`src/rtl/rv32v_lane_sequencer_if.sv`:
```
// Decode-to-execute bundle for rv32v_lane_sequencer: instruction intake and lane beat issue.
// Optional mask inputs appear when RV32V_SEQ_MASK_EN is defined.
interface rv32v_lane_sequencer_if #(
    parameter int NUM_LANES = 4,
    parameter int VLMAX     = 32,
    parameter int OP_W      = 8
);
    localparam int IDX_W = $clog2(VLMAX + 1);

    // Both channels use valid/ready: a transfer happens on a rising edge where
    // valid && ready; valid may not depend on ready, and a raised valid holds its
    // payload stable until the transfer (only flush or reset may withdraw it).
    logic                 in_valid;
    logic                 in_ready;
    logic [IDX_W-1:0]     in_vl;
    logic [IDX_W-1:0]     in_vstart;
    logic [4:0]           in_vd;
    logic [4:0]           in_vs1;
    logic [4:0]           in_vs2;
    logic [OP_W-1:0]      in_op;
`ifdef RV32V_SEQ_MASK_EN
    logic                 in_vm;
    logic [VLMAX-1:0]     v0_mask;
`endif
    logic                 issue_valid;
    logic                 issue_ready;
    logic [IDX_W-1:0]     issue_idx;
    logic [NUM_LANES-1:0] issue_lane_en;
    logic                 issue_last;
    logic [4:0]           issue_vd;
    logic [4:0]           issue_vs1;
    logic [4:0]           issue_vs2;
    logic [OP_W-1:0]      issue_op;

    modport master (
        output in_valid, in_vl, in_vstart, in_vd, in_vs1, in_vs2, in_op,
`ifdef RV32V_SEQ_MASK_EN
        output in_vm, v0_mask,
`endif
        input  in_ready,
        input  issue_valid, issue_idx, issue_lane_en, issue_last,
        input  issue_vd, issue_vs1, issue_vs2, issue_op,
        output issue_ready
    );

    modport slave (
        input  in_valid, in_vl, in_vstart, in_vd, in_vs1, in_vs2, in_op,
`ifdef RV32V_SEQ_MASK_EN
        input  in_vm, v0_mask,
`endif
        output in_ready,
        output issue_valid, issue_idx, issue_lane_en, issue_last,
        output issue_vd, issue_vs1, issue_vs2, issue_op,
        input  issue_ready
    );
endinterface

```
`src/rtl/rv32v_lane_sequencer.sv`:
```
// Vector element sequencer: takes one instruction and issues its active element range as
// NUM_LANES-wide beats. Optional v0 masking is enabled with RV32V_SEQ_MASK_EN.
module rv32v_lane_sequencer #(
    parameter int NUM_LANES = 4,
    parameter int VLMAX     = 32,
    parameter int OP_W      = 8
) (
    input  logic                      CLK,
    input  logic                      nRST,
    input  logic                      flush,
    rv32v_lane_sequencer_if.slave     bus,
    output logic                      busy,
    output logic                      done,
    output logic                      dbg_state
);
    localparam int IDX_W = $clog2(VLMAX + 1);

    typedef enum logic {
        S_IDLE  = 1'b0,
        S_ISSUE = 1'b1
    } state_t;

    state_t           state_q, state_d;
    logic [IDX_W-1:0] idx_q, vl_q, vl_eff;
    logic [4:0]       vd_q, vs1_q, vs2_q;
    logic [OP_W-1:0]  op_q;
    logic             done_q;
    logic             accept, transfer, empty_instr, last_c;
    logic [IDX_W:0]   idx_ext, vl_ext;
`ifdef RV32V_SEQ_MASK_EN
    logic             vm_q;
    logic [VLMAX-1:0] mask_q, mask_sh;
`endif

    assign vl_eff      = (bus.in_vl > IDX_W'(VLMAX)) ? IDX_W'(VLMAX) : bus.in_vl;
    assign empty_instr = (bus.in_vstart >= vl_eff);
    assign accept      = bus.in_valid && (state_q == S_IDLE) && !flush;
    assign transfer    = (state_q == S_ISSUE) && bus.issue_ready;

    // One extra bit so idx + NUM_LANES cannot wrap near VLMAX.
    assign idx_ext = {1'b0, idx_q};
    assign vl_ext  = {1'b0, vl_q};
    assign last_c  = (idx_ext + (IDX_W+1)'(NUM_LANES)) >= vl_ext;

    always_ff @(posedge CLK) begin
        if (!nRST) state_q <= S_IDLE;
        else       state_q <= state_d;
    end

    always_comb begin
        state_d = state_q;
        case (state_q)
            S_IDLE:  if (accept && !empty_instr) state_d = S_ISSUE;
            S_ISSUE: begin
                if (flush)                   state_d = S_IDLE;
                else if (transfer && last_c) state_d = S_IDLE;
            end
            default: state_d = S_IDLE;
        endcase
    end

    // Instruction fields and element cursor; flush leaves the latched fields untouched.
    always_ff @(posedge CLK) begin
        if (!nRST) begin
            idx_q  <= '0;
            vl_q   <= '0;
            vd_q   <= '0;
            vs1_q  <= '0;
            vs2_q  <= '0;
            op_q   <= '0;
            done_q <= 1'b0;
`ifdef RV32V_SEQ_MASK_EN
            vm_q   <= 1'b0;
            mask_q <= '0;
`endif
        end else begin
            done_q <= 1'b0;
            if (accept) begin
                idx_q  <= bus.in_vstart;
                vl_q   <= vl_eff;
                vd_q   <= bus.in_vd;
                vs1_q  <= bus.in_vs1;
                vs2_q  <= bus.in_vs2;
                op_q   <= bus.in_op;
                done_q <= empty_instr;
`ifdef RV32V_SEQ_MASK_EN
                vm_q   <= bus.in_vm;
                mask_q <= bus.v0_mask;
`endif
            end else if (transfer && !flush) begin
                idx_q  <= idx_q + IDX_W'(NUM_LANES);
                done_q <= last_c;
            end
        end
    end

`ifdef RV32V_SEQ_MASK_EN
    assign mask_sh = mask_q >> idx_q;
`endif

    always_comb begin
        bus.in_ready    = (state_q == S_IDLE);
        busy            = (state_q == S_ISSUE);
        bus.issue_valid = (state_q == S_ISSUE);
        bus.issue_last  = (state_q == S_ISSUE) && last_c;
        bus.issue_idx   = idx_q;
        bus.issue_vd    = vd_q;
        bus.issue_vs1   = vs1_q;
        bus.issue_vs2   = vs2_q;
        bus.issue_op    = op_q;
        done            = done_q;
        dbg_state       = state_q;
        bus.issue_lane_en = '0;
        for (int i = 0; i < NUM_LANES; i++) begin
            bus.issue_lane_en[i] = (state_q == S_ISSUE) &&
                                   ((idx_ext + (IDX_W+1)'(i)) < vl_ext)
`ifdef RV32V_SEQ_MASK_EN
                                   && (vm_q || mask_sh[i])
`endif
                                   ;
        end
    end
endmodule
```
`src/flat_wrapper.sv`:
```
// flat-port wrapper written by rule: the top's interface ports become plain ports
module rv32v_lane_sequencer_flat 
#(
    parameter int NUM_LANES = 4,
    parameter int VLMAX     = 32,
    parameter int OP_W      = 8
)
  (CLK, nRST, flush, busy, done, dbg_state, bus_in_valid, bus_in_vl, bus_in_vstart, bus_in_vd, bus_in_vs1, bus_in_vs2, bus_in_op, bus_in_ready, bus_issue_valid, bus_issue_idx, bus_issue_lane_en, bus_issue_last, bus_issue_vd, bus_issue_vs1, bus_issue_vs2, bus_issue_op, bus_issue_ready);
  rv32v_lane_sequencer_if #(.NUM_LANES(NUM_LANES), .VLMAX(VLMAX), .OP_W(OP_W)) bus_i ();
  input  logic CLK;
  input  logic nRST;
  input  logic flush;
  output logic busy;
  output logic done;
  output logic dbg_state;
  input wire logic [$bits(bus_i.in_valid)-1:0] bus_in_valid;
  input wire logic [$bits(bus_i.in_vl)-1:0] bus_in_vl;
  input wire logic [$bits(bus_i.in_vstart)-1:0] bus_in_vstart;
  input wire logic [$bits(bus_i.in_vd)-1:0] bus_in_vd;
  input wire logic [$bits(bus_i.in_vs1)-1:0] bus_in_vs1;
  input wire logic [$bits(bus_i.in_vs2)-1:0] bus_in_vs2;
  input wire logic [$bits(bus_i.in_op)-1:0] bus_in_op;
  output wire logic [$bits(bus_i.in_ready)-1:0] bus_in_ready;
  output wire logic [$bits(bus_i.issue_valid)-1:0] bus_issue_valid;
  output wire logic [$bits(bus_i.issue_idx)-1:0] bus_issue_idx;
  output wire logic [$bits(bus_i.issue_lane_en)-1:0] bus_issue_lane_en;
  output wire logic [$bits(bus_i.issue_last)-1:0] bus_issue_last;
  output wire logic [$bits(bus_i.issue_vd)-1:0] bus_issue_vd;
  output wire logic [$bits(bus_i.issue_vs1)-1:0] bus_issue_vs1;
  output wire logic [$bits(bus_i.issue_vs2)-1:0] bus_issue_vs2;
  output wire logic [$bits(bus_i.issue_op)-1:0] bus_issue_op;
  input wire logic [$bits(bus_i.issue_ready)-1:0] bus_issue_ready;
  assign bus_i.in_valid = bus_in_valid;
  assign bus_i.in_vl = bus_in_vl;
  assign bus_i.in_vstart = bus_in_vstart;
  assign bus_i.in_vd = bus_in_vd;
  assign bus_i.in_vs1 = bus_in_vs1;
  assign bus_i.in_vs2 = bus_in_vs2;
  assign bus_i.in_op = bus_in_op;
  assign bus_in_ready = bus_i.in_ready;
  assign bus_issue_valid = bus_i.issue_valid;
  assign bus_issue_idx = bus_i.issue_idx;
  assign bus_issue_lane_en = bus_i.issue_lane_en;
  assign bus_issue_last = bus_i.issue_last;
  assign bus_issue_vd = bus_i.issue_vd;
  assign bus_issue_vs1 = bus_i.issue_vs1;
  assign bus_issue_vs2 = bus_i.issue_vs2;
  assign bus_issue_op = bus_i.issue_op;
  assign bus_i.issue_ready = bus_issue_ready;
  rv32v_lane_sequencer #(.NUM_LANES(NUM_LANES), .VLMAX(VLMAX), .OP_W(OP_W)) u_core (.CLK(CLK), .nRST(nRST), .flush(flush), .bus(bus_i), .busy(busy), .done(done), .dbg_state(dbg_state));
endmodule
```
`config.mk`:
```
export PLATFORM = sky130hd
export DESIGN_NAME = rv32v_lane_sequencer_flat
export DESIGN_NICKNAME = d
export VERILOG_FILES = /design/src/rtl/rv32v_lane_sequencer_if.sv /design/src/rtl/rv32v_lane_sequencer.sv /design/src/flat_wrapper.sv
export SDC_FILE = /design/constraint.sdc
export NUM_CORES = 1
export LEC_CHECK = 0
export ABC_AREA = 1
export CORE_MARGIN = 2
export CORE_UTILIZATION = 47
export CTS_CLUSTER_SIZE = 8
export DETAILED_ROUTE_END_ITERATION = 8
export GPL_ROUTABILITY_DRIVEN = 0
export PLACE_DENSITY = 0.81
export SYNTH_ARGS = -nofsm -noshare
export SYNTH_HDL_FRONTEND = slang
export SYNTH_SLANG_ARGS = --single-unit
```
`constraint.sdc`:
```
create_clock -name CLK -period 2.95 [get_ports CLK]
set_input_delay 0.59 -clock CLK [delete_from_list [all_inputs] [get_ports CLK]]
set_output_delay 0.59 -clock CLK [all_outputs]
set_load 0.02 [all_outputs]
```
==> flow_metrics.tcl, run 1 <==
set metrics [dict create \
    port_buffers 78 \
    end_kind "primary output" \
    arrival_ns 2.15 \
    core_mm2 0.00507 \
    finalClockSkew_ns 0.00546 \
    htree_levels 2 \
    grt_setup_unrepaired "false" \
    setup_viol 0 \
    fill_cells 454 \
    worstPathCellList "ha_1, nand2_1, inv_1, nor2_1, inv_1, nand2_1, o21ai_0, inv_1, ha_1, nand3_1, nand2_1, o21ai_0, and2_1, clkbuf_2" \
    syn_area_mm2 0.00246 \
    place_area_mm2 0.00337 \
    cts_root_buf "clkbuf_8" \
    synth_nets 412 \
    hold_path.class "reg -> reg" \
    fin_crit_sh 0.930 \
    die_h_um 76.3 \
    synth_cell_types 37 \
    dp_hpwl_um 5120 \
    clk_pin_slew_worst_paths_ns 0.07 \
    cts_max_path_buffers 2 \
    final_area_mm2 0.00346 \
    yosys-top-cells-count "64 x nor2_1, 42 x nand2_1, 37 x dfxtp_1, 37 x ha_1, 36 x inv_1" \
    start_kind "flip-flop" \
    leakagePower_nw 1.60 \
    yosysTopAreaCell "dfxtp_1" \
    nNetsFinal 499 \
    power_density_mw_per_mm2 398 \
    antenna_found_initial 0 \
    design_power_total_mw 1.38 \
    slew_headroom 0.756 \
    final_core_util 0.682 \
    grt_max_degree 37 \
    first_global_vias 2412 \
    vias 2494 \
    slew_viol_final 0 \
    cts_sinks 37 \
    ys_async_sr_fraction 0 \
    fin_setup_tns_ns 0 \
    drt_iter0_drc 107 \
    synth.area.top_cells "dfxtp_1 30%, ha_1 19%, nor2_1 9.8%" \
    start_util 0.485 \
    die_area_mm2 0.00583 \
    vias_per_cell 5.06 \
    grt_pass1_wl_um 10800 \
    layout-drive-gt1-share 0.111 \
    crit_buf_inv 4 \
    cap_violations 0 \
    postCtsSetupBuffers 0 \
    hold_viol 0 \
    overflow 0 \
    seq_area_frac_synth 0.301 \
    max_stage_delay_ns 0.35 \
    diodes 0 \
    wirelength_um 6430 \
    status "finished clean" \
    cp_top_family "adder cells" \
    die_w_um 76.3 \
    drtPass1Iterations 4 \
    crit_type "reg -> out" \
    avgSynthCellArea_um2 7.34 \
    synthMostInstantiatedCell "nor2_1" \
    drt.antenna.violating_nets 0 \
    num_rows 26 \
    drc 0 \
    worstPathRequired_ns 2.36 \
    fmax_ghz 0.365 \
    fin_crit_ns 2.74 \
    wire_per_inst_um 13.0 \
    synth_edf_count 0 \
    synth_top_cell_area_share 0.301 \
    netlist_instances 335 \
    ir_drop_uv 353 \
    ys_ff_latch 37 \
    ys_warn_count 0 \
    cts_buffers 5 \
    clk_latency_ns 0.28 \
    cp_slowest_cell "dfxtp_1" \
    tritoncts "yes" \
    layout-area-overhead-vs-synth_pct 40.7 \
    grt_usage 0.224 \
    ios 79 \
    ys.flop_type "dfxtp_1" \
    worst_pin_slew_ns 0.365 \
    cp_max_fo 4 \
]
[cell type report]
| class | count | area (µm²) | area share |
|---|---|---|---|
| Multi-Input combinational cell | 247 | 1520 | 0.439 |
| Timing Repair Buffer | 92 | 872 | 0.252 |
| Sequential cell | 37 | 747 | 0.216 |
| Inverter | 39 | 151 | 0.0437 |
| Tap cell | 70 | 87.6 | 0.0253 |
| Clock buffer | 7 | 76.3 | 0.0220 |
| Clock inverter | 1 | 7.51 | 0.00217 |
[placed cells by master (no fill, tap or decap), drive strengths merged]
master          n
clkdlybuf4s50  73
nor2           67
nand2          45
inv            39
o21ai          37
ha             37
dfxtp          37
a21oi          22
buf            15
nand3          12
clkbuf         10
xor2            6
nand4           3
and2            3
nor3            3
a211oi          3
a21boi          2
xnor2           1
mux2i           1
o221ai          1
a311oi          1
o211ai          1
o21bai          1
a31oi           1
clkinvlp        1
dlymetal6s2s    1
[what timing repair did]
action | 4_1_cts | 5_1_grt
hold buffers | 0 | 0
setup endpoints to repair | 4 | 5
resized for setup | 8 | 17
[through the flow]
stage / instances / hold slack (ns) / setup WS [ns]
final: 493 / 0.472 / 0.207
after floorplan: 335 / 0.444 / 0.325
after global routing: 493 / 0.502 / 0.0221
after detailed placement: 485 / 0.461 / -0.0371
after CTS: 493 / 0.471 / 0.00776
after global placement: 485 / 0.454 / 0.0339
[final timing paths]
path | start | end | slack [ns] | cells after the start
setup / recovery | u_core.bus.issue_idx[2] | bus_issue_lane_en[1] | 0.21 | 14
hold / removal | u_core.vl_q[2] | u_core.vl_q[2] | 0.47 | 2
setup reg to reg | u_core.bus.issue_idx[2] | u_core.done | 1.04 | 11
hold reg to reg | u_core.vl_q[2] | u_core.vl_q[2] | 0.47 | 2
[worst reg2reg max path, stage by stage (launching register included)]
cell      delay (ns)
dfxtp_1         0.35
buf_6           0.15
inv_1           0.07
nor2_2          0.11
xor2_1          0.19
inv_1           0.07
ha_1            0.30
a21boi_1        0.14
nor2_1          0.10
nand3_2         0.11
o21ai_0         0.17
nor2_1          0.06
[routing by layer]
metal / global-route usage / share of wire
met2: 0.392 / 0.49
met3: 0.0569 / 0.066
met4: 0.0400 / 0.0075
met1: 0.282 / 0.44
met5: 0 / 0
[flip-flops by register name, summed over array words and instances (netlist names)]
register and cells:
u_core.bus.issue_idx 6, u_core.bus.issue_op 8, u_core.bus.issue_valid 1, u_core.bus.issue_vd 5, u_core.bus.issue_vs1 5, u_core.bus.issue_vs2 5
u_core.done 1, u_core.vl_q 6
[report_power, final]
| part | total (mW) | leakage [nW] | internal, mW | switching (mW) |
|---|---|---|---|---|
| logic | 0.483 | 1.25 | 0.226 | 0.257 |
| registers | 0.556 | 0.306 | 0.534 | 0.0215 |
| clock network | 0.340 | 0.0385 | 0.167 | 0.173 |
| total | 1.38 | 1.60 | 0.927 | 0.452 |
[cell families after synthesis]
group / count (synthesis) / synth area share
multiplexers: 1 / 0.00407
XOR/XNOR: 7 / 0.0280
flip-flops: 37 / 0.301
AND/OR/NAND/NOR: 133 / 0.234
adder cells (fa/ha/maj): 37 / 0.188
buffers and inverters: 51 / 0.0885
AO/OA/AOI/OAI: 69 / 0.156
(Power assumes the default switching activity.)
==> run 2, diff against run 1 <==
--- a/config.mk
+++ b/config.mk
@@ -6,7 +6,6 @@
 export NUM_CORES = 1
 export LEC_CHECK = 0
 export ABC_AREA = 1
-export CORE_MARGIN = 2
 export CORE_UTILIZATION = 47
 export CTS_CLUSTER_SIZE = 8
 export DETAILED_ROUTE_END_ITERATION = 8
==> constraint.sdc (replaced) <==
create_clock -name CLK -period 2.95 [get_ports CLK]
set_input_delay 0.4425 -clock CLK [delete_from_list [all_inputs] [get_ports CLK]]
set_output_delay 0.4425 -clock CLK [all_outputs]
set_load 0.02 [all_outputs]
==> run 2 against run 1 <==
Register-to-register slack worse by 0.13 ns. Hold slack got worse by 0.0035 ns. Global-route usage is 2.0 points higher. First-iteration DRC count grew 6.5%. Largest cell class unchanged. Largest power group unchanged. Clock power rose by 19%.
==> flow_metrics.tcl, run 2 (same netlist as run 1, synthesis figures left out) <==
set metrics [dict create \
    vias 2414 \
    fmax_ghz 0.354 \
    overflow 0 \
    cts_buffers 5 \
    cp_common_cell "inv_1" \
    cap_violations 0 \
    finalClockSkew_ns 0.0111 \
    hold_path.class "reg -> reg" \
    slew_headroom 0.677 \
    hold_viol 0 \
    leakagePower_nw 1.56 \
    place_area_mm2 0.00331 \
    max_stage_delay_ns 0.34 \
    final_area_mm2 0.00341 \
    cp_slowest_cell "dfxtp_1" \
    crit_buf_inv 5 \
    first_global_vias 2372 \
    vias_per_cell 5.00 \
    arrival_ns 2.38 \
    worstPathRequired_ns 2.51 \
    start_util 0.504 \
    die_area_mm2 0.00553 \
    setup_viol 0 \
    mostFrequentLayoutCells "74 x clkdlybuf4s50_1, 64 x nor2_1, 42 x nand2_1" \
    grt_setup_unrepaired "false" \
    fin_setup_tns_ns 0 \
    fin_crit_ns 2.83 \
    grt_usage 0.244 \
    grt_max_degree 38 \
    dpl_worst_slack_ns 0.144 \
    ctsHoldBuffers 0 \
    htree_levels 2 \
    cts_sinks 37 \
    largest_reg_flops 8 \
    layout-area-overhead-vs-synth_pct 38.8 \
    tritoncts "yes" \
    crit_type "reg -> out" \
    port_buffers 78 \
    cts_max_path_buffers 2 \
    worst_pin_slew_ns 0.483 \
    layout-drive-gt1-share 0.0817 \
    wire_per_inst_um 13.0 \
    clk_pin_slew_worst_paths_ns 0.07 \
    end_kind "primary output" \
    ios 79 \
    nNetsFinal 492 \
    drtPass1Iterations 4 \
    wirelength_um 6270 \
    antenna_found_initial 0 \
    cts_root_buf "clkbuf_8" \
    hold_ws_ns 0.469 \
    power_density_mw_per_mm2 417 \
    fin_crit_sh 0.958 \
    drt_iter0_drc 114 \
    drc 0 \
    postCtsSetupBuffers 0 \
    fin_ws_ns 0.125 \
    die_w_um 74.3 \
    clk_latency_ns 0.29 \
    cp_top_family "buffers and inverters" \
    cp_max_fo 8 \
    dp_hpwl_um 4830 \
    status "finished clean" \
    num_rows 25 \
    die_h_um 74.3 \
    final_common_cell "clkdlybuf4s50_1" \
    final_core_util 0.699 \
    worstPathCellList "buf_4, inv_1, nor2_2, xor2_1, inv_1, ha_1, a21boi_0, nor2_1, nand3_2, nand2_1, inv_1, clkdlybuf4s15_1" \
    start_kind "flip-flop" \
    ir_drop_uv 361 \
    slew_viol_final 0 \
    core_mm2 0.00488 \
    drt.antenna.violating_nets 0 \
    grt_pass1_wl_um 10300 \
    diodes 0 \
]
[run 2: cell types whose count changed in the layout (fill, tap and decap cells not counted), moves of 2 or more]
cell	delta
clkbuf_1	-2
ha_1	+2
clkbuf_8	+2
buf_4	-6
clkdlybuf4s15_1	+3
clkbuf_2	-2
[run 2: path summary, 6_finish.rpt]
path	from	endpoint	slack [ns]	depth (start not counted)
worst max-delay path	u_core.bus.issue_idx[2]	bus_issue_last	0.12	12
worst min-delay path	u_core.vl_q[2]	u_core.vl_q[2]	0.47	2
worst max register to register	u_core.bus.issue_idx[2]	u_core.done	0.91	11
worst min register to register	u_core.vl_q[2]	u_core.vl_q[2]	0.47	2
[run 2: stage by stage]
stage	power, mW	std cells
final	1.42	483
after CTS	1.43	483
after detailed placement	1.03	475
after global routing	1.52	483
after floorplan	0.842	335
after global placement	1.02	475
[run 2: per-layer routing]
layer  vias up  global-route usage  wire length [µm]
met3         8              0.0691               393
met2        83               0.416              2930
met4         0              0.0755                80
li1       1255                   -                 -
met1      1068               0.300              2860
met5         -                   0                 0
[run 2: what timing repair did]
| item | 4_1_cts | 5_1_grt |
|---|---|---|
| hold endpoints to repair | 0 | 0 |
| resized for setup | 4 | 7 |
| setup endpoints to repair | 4 | 5 |
[run 2: final cells by class]
type	count	area, µm²
multi-input cells	247	1500
fillers	424	1470
repair buffers	85	828
flip-flops and latches	37	743
inverters	39	151
clock buffers	7	96.3
well taps	67	83.8
clock inverters	1	8.76
[run 2: where the power goes]
part	internal [mW]	switching [mW]	total, mW
Sequential	0.535	0.0213	0.556
Combinational	0.216	0.250	0.466
Clock	0.216	0.187	0.403
Total	0.966	0.458	1.42
[run 2: worst min-delay path: cells and delay by family, from the launching register on]
kind               cells  cell delay (ns)
DFF                    1             0.31
and+or+nand+nor        1             0.06
AOI/OAI and AO/OA      1             0.06
==> run 3, diff against run 2 <==
--- a/config.mk
+++ b/config.mk
@@ -6,11 +6,11 @@
 export NUM_CORES = 1
 export LEC_CHECK = 0
 export ABC_AREA = 1
-export CORE_UTILIZATION = 47
+export CORE_UTILIZATION = 25
 export CTS_CLUSTER_SIZE = 8
 export DETAILED_ROUTE_END_ITERATION = 8
 export GPL_ROUTABILITY_DRIVEN = 0
-export PLACE_DENSITY = 0.81
+export PLACE_DENSITY = 0.49
 export SYNTH_ARGS = -nofsm -noshare
 export SYNTH_HDL_FRONTEND = slang
 export SYNTH_SLANG_ARGS = --single-unit
==> run 3 against run 2 <==
Sequential power about the same. Non-clock buffer count up 2. Critical path depth down 1. Worst setup slack better by 0.00086 ns. Maximum frequency about the same. Cell area up 1.9%. Sequential cell count unchanged. Largest power group unchanged. Highest routed layer unchanged.
==> flow_metrics.tcl, run 3 (same netlist as run 1, synthesis figures left out) <==
set metrics [dict create \
    status "finished clean" \
    cts_max_path_buffers 2 \
    drt_iter0_drc 86 \
    postCtsSetupBuffers 0 \
    cts_sinks 37 \
    crit_type "reg -> out" \
    grt_setup_unrepaired "false" \
    arrival_ns 2.38 \
    place_area_mm2 0.00340 \
    nNetsFinal 494 \
    dp_hpwl_um 5460 \
    fin_setup_tns_ns 0 \
    drc 0 \
    die_area_mm2 0.0102 \
    diodes 0 \
    core_mm2 0.00937 \
    final_common_cell "clkdlybuf4s50_1" \
    cp_slowest_cell "dfxtp_2" \
    end_kind "primary output" \
    tritoncts "yes" \
    grt_max_degree 37 \
    multiInputGateArea_mm2 0.00150 \
    start_util 0.262 \
    vias_per_cell 4.44 \
    htree_levels 2 \
    wirelength_um 7030 \
    worstPathRequired_ns 2.51 \
    cts_buffers 5 \
    largest_reg_flops 8 \
    slew_viol_final 0 \
    hold_ws_ns 0.476 \
    power_density_mw_per_mm2 399 \
    ios 79 \
    setup_viol 0 \
    fin_crit_ns 2.82 \
    ctsHoldBuffers 0 \
    leakagePower_nw 1.55 \
    wire_per_inst_um 12.9 \
    fill_cells 1008 \
    max_stage_delay_ns 0.39 \
    cap_violations 0 \
    slew_headroom 0.750 \
    first_global_vias 2367 \
    num_rows 35 \
    layout-drive-gt1-share 0.0885 \
    overflow 0 \
    fin_cells 547 \
    design_power_total_mw 1.39 \
    antenna_found_initial 0 \
    clk_latency_ns 0.30 \
    fin_crit_sh 0.957 \
    fmax_ghz 0.354 \
    ir_drop_uv 194 \
    finalClockSkew_ns 0.0106 \
    grt_usage 0.143 \
    die_h_um 101 \
    start_kind "flip-flop" \
    mostFrequentLayoutCells "74 x clkdlybuf4s50_1, 64 x nor2_1, 42 x nand2_1" \
    cts_resized 6 \
    place_inst 539 \
    layout-area-overhead-vs-synth_pct 41.4 \
    grt_pass1_wl_um 11400 \
    hold_viol 0 \
    drtPass1Iterations 4 \
    fin_ws_ns 0.126 \
    worst_pin_slew_ns 0.375 \
    final_core_util 0.371 \
    dpl_worst_slack_ns 0.0602 \
    drt.antenna.violating_nets 0 \
    final_area_mm2 0.00348 \
    port_buffers 78 \
    cp_max_fo 5 \
    vias 2431 \
    cts_root_buf "clkbuf_8" \
    die_w_um 101 \
    hold_path.class "reg -> reg" \
    clk_pin_slew_worst_paths_ns 0.08 \
    worstPathCellList "inv_1, ha_1, xnor2_1, ha_1, a21oi_1, nand2_1, nand3_1, nand2_1, o21ai_0, and2_1, clkdlybuf4s15_1" \
    regArea_um2 743 \
]
run 3: changes by cell type in the layout (fill, tap and decap cells not counted):
cell / previous run / this run
clkbuf_8: 7 / 5
clkinvlp_4: 0 / 2
clkbuf_1: 0 / 1
clkbuf_2: 1 / 3
buf_4: 7 / 9
inv_6: 1 / 0
clkdlybuf4s15_1: 3 / 1
run 3: cell type report:
cell class | instances | area share
multi-input combinational | 247 | 0.432
timing repair buffer | 87 | 0.240
tap | 129 | 0.0464
clock buffer | 6 | 0.0209
sequential | 37 | 0.214
clock inverter | 2 | 0.00432
inverter | 39 | 0.0435
run 3: path summary, 6_finish.rpt:
check | slack, ns | from | depth (start not counted) | end
hold / removal | 0.48 | u_core.vl_q[2] | 2 | u_core.vl_q[2]
setup reg to reg | 0.93 | u_core.bus.issue_idx[3] | 11 | u_core.done
hold reg to reg | 0.48 | u_core.vl_q[2] | 2 | u_core.vl_q[2]
setup / recovery | 0.13 | u_core.bus.issue_idx[1] | 11 | bus_issue_lane_en[3]
run 3: critical path, delay by kind of cell (launching register included):
family                   cells  cell delay, ns
buffers and inverters        2            0.40
XOR/XNOR                     1            0.15
flip-flops                   1            0.39
AND/OR/NAND/NOR              4            0.36
adder cells (fa/ha/maj)      2            0.54
AO/OA/AOI/OAI                2            0.25
run 3: metal layers:
metal	GRT usage	vias up	share of wire
met1	0.186	1089	0.48
met2	0.227	75	0.43
li1	-	1259	-
met4	0.0412	0	0.0078
met3	0.0483	8	0.076
met5	0	-	0
run 3: report_power, final:
group	switching [mW]	internal [mW]	total, mW	leakage (nW)
combinational	0.253	0.217	0.469	1.21
clock	0.195	0.167	0.361	0.0374
sequential	0.0223	0.534	0.557	0.305
total	0.469	0.918	1.39	1.55
